==> src/rtl/fifo_rd_stream_if.sv <==
// Bus bundle between the async FIFO read side and the stream consumer.
// m_valid/m_ready handshake: a word transfers on a rising rd_clk edge where both m_valid and
// m_ready are high; once raised, m_valid and m_data hold until that transfer, and m_ready may
// be driven freely (including combinationally) by the consumer.
interface fifo_rd_stream_if #(
  parameter int DSIZE = 8
);
  logic             rd_empty;
  logic [DSIZE-1:0] rd_data;
  logic             rd_inc;
  logic             m_valid;
  logic             m_ready;
  logic [DSIZE-1:0] m_data;
  logic [1:0]       m_count;

  modport master (
    input  rd_empty, rd_data, m_ready,
    output rd_inc, m_valid, m_data, m_count
  );

  modport slave (
    output rd_empty, rd_data, m_ready,
    input  rd_inc, m_valid, m_data, m_count
  );
endinterface

==> src/rtl/fifo_rd_stream.sv <==
// Read-side FIFO consumer: issues rd_inc while words are available and turns the 1-cycle
// latency memory read port into a valid/ready stream through a 2-entry skid buffer.
module fifo_rd_stream #(
  parameter int DSIZE = 8
) (
  input  logic              rd_clk,
  input  logic              rd_rst,
  fifo_rd_stream_if.master  bus
);

  logic [1:0]       r_occ;
  logic             r_pend;
  logic             r_head;
  logic             r_tail;
  logic [DSIZE-1:0] r_buf [2];

  logic             w_pop;
  logic [2:0]       w_level;
  logic             w_inc;

  assign w_pop   = (r_occ != 2'd0) && bus.m_ready;
  // Words held plus the one in flight, minus the one leaving now; pop implies occ >= 1.
  assign w_level = {1'b0, r_occ} + {2'b00, r_pend} - {2'b00, w_pop};
  assign w_inc   = !rd_rst && !bus.rd_empty && (w_level < 3'd2);

  always_ff @(posedge rd_clk) begin
    if (rd_rst) begin
      r_occ    <= 2'd0;
      r_pend   <= 1'b0;
      r_head   <= 1'b0;
      r_tail   <= 1'b0;
      r_buf[0] <= '0;
      r_buf[1] <= '0;
    end else begin
      r_pend <= w_inc;
      if (r_pend) begin
        r_buf[r_tail] <= bus.rd_data;
        r_tail        <= ~r_tail;
      end
      if (w_pop) begin
        r_head <= ~r_head;
      end
      case ({r_pend, w_pop})
        2'b10:   r_occ <= r_occ + 2'd1;
        2'b01:   r_occ <= r_occ - 2'd1;
        default: r_occ <= r_occ;
      endcase
    end
  end

  assign bus.rd_inc  = w_inc;
  assign bus.m_valid = (r_occ != 2'd0);
  assign bus.m_data  = r_buf[r_head];
  assign bus.m_count = r_occ;

endmodule
==> src/flat_wrapper.sv <==
// flat-port wrapper written by rule: the top's interface ports become plain ports
module fifo_rd_stream_flat 
#(
  parameter int DSIZE = 8
)
  (rd_clk, rd_rst, bus_rd_empty, bus_rd_data, bus_m_ready, bus_rd_inc, bus_m_valid, bus_m_data, bus_m_count);
  fifo_rd_stream_if #(.DSIZE(DSIZE)) bus_i ();
  input  logic rd_clk;
  input  logic rd_rst;
  input wire logic [$bits(bus_i.rd_empty)-1:0] bus_rd_empty;
  input wire logic [$bits(bus_i.rd_data)-1:0] bus_rd_data;
  input wire logic [$bits(bus_i.m_ready)-1:0] bus_m_ready;
  output wire logic [$bits(bus_i.rd_inc)-1:0] bus_rd_inc;
  output wire logic [$bits(bus_i.m_valid)-1:0] bus_m_valid;
  output wire logic [$bits(bus_i.m_data)-1:0] bus_m_data;
  output wire logic [$bits(bus_i.m_count)-1:0] bus_m_count;
  assign bus_i.rd_empty = bus_rd_empty;
  assign bus_i.rd_data = bus_rd_data;
  assign bus_i.m_ready = bus_m_ready;
  assign bus_rd_inc = bus_i.rd_inc;
  assign bus_m_valid = bus_i.m_valid;
  assign bus_m_data = bus_i.m_data;
  assign bus_m_count = bus_i.m_count;
  fifo_rd_stream #(.DSIZE(DSIZE)) u_core (.rd_clk(rd_clk), .rd_rst(rd_rst), .bus(bus_i));
endmodule
==> config.mk <==
export PLATFORM = sky130hd
export DESIGN_NAME = fifo_rd_stream_flat
export DESIGN_NICKNAME = d
export VERILOG_FILES = /design/src/rtl/fifo_rd_stream_if.sv /design/src/rtl/fifo_rd_stream.sv /design/src/flat_wrapper.sv
export SDC_FILE = /design/constraint.sdc
export NUM_CORES = 1
export LEC_CHECK = 0
export CORE_MARGIN = 4
export CORE_UTILIZATION = 47
export DETAILED_ROUTE_END_ITERATION = 12
export HOLD_SLACK_MARGIN = 0.02
export PLACE_DENSITY = 0.75
export SYNTH_ARGS = -nofsm -noshare
export SYNTH_HDL_FRONTEND = slang
export SYNTH_SLANG_ARGS = --single-unit
==> constraint.sdc <==
create_clock -name rd_clk -period 4.4 [get_ports rd_clk]
set_clock_uncertainty 0.05 [all_clocks]
set_input_delay 0.66 -clock rd_clk [delete_from_list [all_inputs] [get_ports rd_clk]]
set_output_delay 0.66 -clock rd_clk [all_outputs]
set_load 0.05 [all_outputs]
==> impl_metrics.ini <==
[timing]
max_slew_margin = 0.6645
timing.fmax_mhz = 251.5
tns_ns = 0
setup_viol = 0
rsz0062_at_grt = false
finalHoldViolations = 0
layout_worst_path_cycle_share = 0.9037
fin_crit_ns = 3.976
tightestPinTransition_ns = 0.5017
slew_viol_final = 0

[grt]
grt_use_total = 0.1350
antenna_found_initial = 0
gr-total-overflow = 0
grt_pass1_vias = 677
grt_pass1_wl_mm = 2.835
grt_max_degree = 18

[setup_path]
cp_max_fo = 4
path_cells = clkdlybuf4s50_1 -> and3b_1 -> o21ai_0 -> fa_1 -> xor2_1 -> nor4b_1 -> clkdlybuf4s50_1
setup.worst_path.start = bus_m_ready
worst_path_most_repeated_cell = clkdlybuf4s50_1
crit_type = primary input to primary output
start_kind = primary input
reg2reg_from = u_core.bus.m_count[1]$_SDFFE_PP0P_
worst-path-buf-inv = 2
arrival_ns = 3.27
cp_slowest_cell = clkdlybuf4s50_1
cp-end-kind = primary output
worstPathRequired_ns = 3.69
crit_family = buffers and inverters
cp_slowest_stage_delay_ns = 0.86

[job]
max-cap-violations = 0

[place]
gp_congestion = 0.7529
numPortBuffers = 23
hpwl_mm = 1.245

[routing]
drt-vias-per-instance = 4.978
wl_per_cell_um = 12.62
vias = 667
drtPass1Iterations = 4
first_iter_violations = 5
antenna_left = 0
remaining_drc_errors = 0
wl_mm = 1.691

[final_layout]
num-fill-cells = 158
syn_to_final_growth_pct = 29.17
final_util = 0.6402
multi_input_area_um2 = 370.4
antenna-diode-count = 0
drive_above_1_share = 0.1215
fin_nets = 121
regArea_um2 = 600.6

[power_and_ir_drop]
pwr-share-clk = 0.214
ir_drop_mv = 0.1978
power_density_nw_per_um2 = 327.1
power_leakage_nw = 0.4732
p_sw_frac = 0.2650
power.switching_w = 0.0001100
p_int_w = 0.0003050
power_frac_seq = 0.578
pwr-share-comb = 0.208

[clock_tree]
cts_resized = 0
htreeDepth = 1
holdBufCountCts = 0
post-cts-setup-buffer-count = 0
cts_tree = yes
cts_buffers = 3
cts_sinks = 22
clk_path_buf_depth = 2
cts_root_buffer = clkbuf_4
clk_latency_ns = 0.28
clk_pin_slew_ns = 0.11

[synthesis]
synth_cell_type_count = 18
syn_inst = 82
synth_edf_count = 16
syn-cell-area_um2 = 982.2
synthFlopType = edfxtp_1
synth.most_common_cell = nor2_1
synth_area_leaders = edfxtp_1, dfxtp_1, mux2_2, nand2b_1, nor2_1
async_flop_share = 0
yosysWarnings = 0
ys_seq_elements = 22
mappedNetlistNets = 95
synth.cells.most_frequent = nor2_1, edfxtp_1, nand2b_1, mux2_2, dfxtp_1
seq_area_frac_synth = 0.6115
synth_top_area_frac = 0.4892
syn_area_per_cell_um2 = 11.98
synth_top_area_cell = edfxtp_1

[floorplan]
dieArea_um2 = 2885
start_util = 0.4956
num_io_pins = 24
fp.coreArea_um2 = 1982
die_h_um = 53.72
rows = 16
fp.dieW_um = 53.72

[run_status]
status = finished clean

[min_path]
hp-start = u_core.r_tail$_SDFFE_PP0P_
hold_path_class = flip-flop to flip-flop
layout make-up:
class                   instances  area share
repair buffers                 24      0.1874
multi-input cells              57      0.2919
flip-flops and latches         22      0.4734
well taps                      27     0.02663
clock buffers                   4     0.02071
state kept, by name, indices dropped and copies added, names as in the netlist, named ones only:
name                cells
u_core.r_head           1
u_core.bus.m_count      2
u_core.r_tail           1
u_core.r_pend           1
u_core.r_buf           16
power by group through the flow:
stage | registers, W | logic, W | clock network (W)
after floorplan | 0.000244 | 0.0000548 | 0
after global routing | 0.000241 | 0.0000916 | 0.000100
final | 0.000240 | 0.0000861 | 0.0000889
after global placement | 0.000244 | 0.0000855 | 0
after detailed placement | 0.000245 | 0.0000867 | 0
after CTS | 0.000240 | 0.0000870 | 0.0000903
layer usage:
layer | up-vias | share of wire | wire, µm | global-route usage
met5 | - | 0 | 0 | 0
met4 | 0 | 0.0071 | 12 | 0.03830
met3 | 2 | 0.040 | 68 | 0.02770
met2 | 12 | 0.52 | 882 | 0.2460
met1 | 319 | 0.43 | 727 | 0.1578
li1 | 334 | - | - | -
kinds of logic after synthesis:
family,Yosys count,share of synthesized area
flops,22,0.6115
mux,8,0.09172
fa+ha+maj,1,0.02038
buf+inv,3,0.01146
simple gates,42,0.2268
xor+xnor,2,0.01784
compound gates,4,0.02038
per-stage QoR:
stage	setup WS, ns	std cells	instance area (µm²)	power, W	hold slack, ns
2_1_floorplan	0.3046	82	982.2	0.0002988	0.4079
5_1_grt	0.2656	134	1269	0.0004334	0.4694
6_report	0.4238	134	1269	0.0004150	0.4430
3_3_place_gp	0.5158	130	1242	0.0003294	0.4196
4_1_cts	0.3966	134	1269	0.0004174	0.4434
3_5_place_dp	0.4263	130	1242	0.0003316	0.4265
worst min-delay path, stage by stage (launching register included):
cell and delay, ns:
dfxtp_1 0.33, nand2b_1 0.07, a21oi_1 0.06
worst paths after layout:
check | cells past startpoint | to | slack (ns)
worst max-delay path | 7 | bus_rd_inc | 0.42
worst min-delay path | 2 | u_core.r_tail$_SDFFE_PP0P_ | 0.44
worst max register to register | 5 | u_core.r_pend$_SDFF_PP0_ | 2.53
worst min register to register | 2 | u_core.r_tail$_SDFFE_PP0P_ | 0.44
placed cells by master, fill, tap and decap left out, drive strengths merged:
cell type / count
buf: 1
and3: 1
nor4: 1
o21ai: 2
or3: 1
xor2: 2
and3b: 2
a21oi: 2
dfxtp: 6
mux2: 8
clkbuf: 4
fa: 1
nor4b: 2
clkdlybuf4s50: 23
or2: 1
nand2b: 13
edfxtp: 16
nand2: 1
nor2b: 1
nor2: 19
Note: power is estimated with default switching activity, not from simulation.
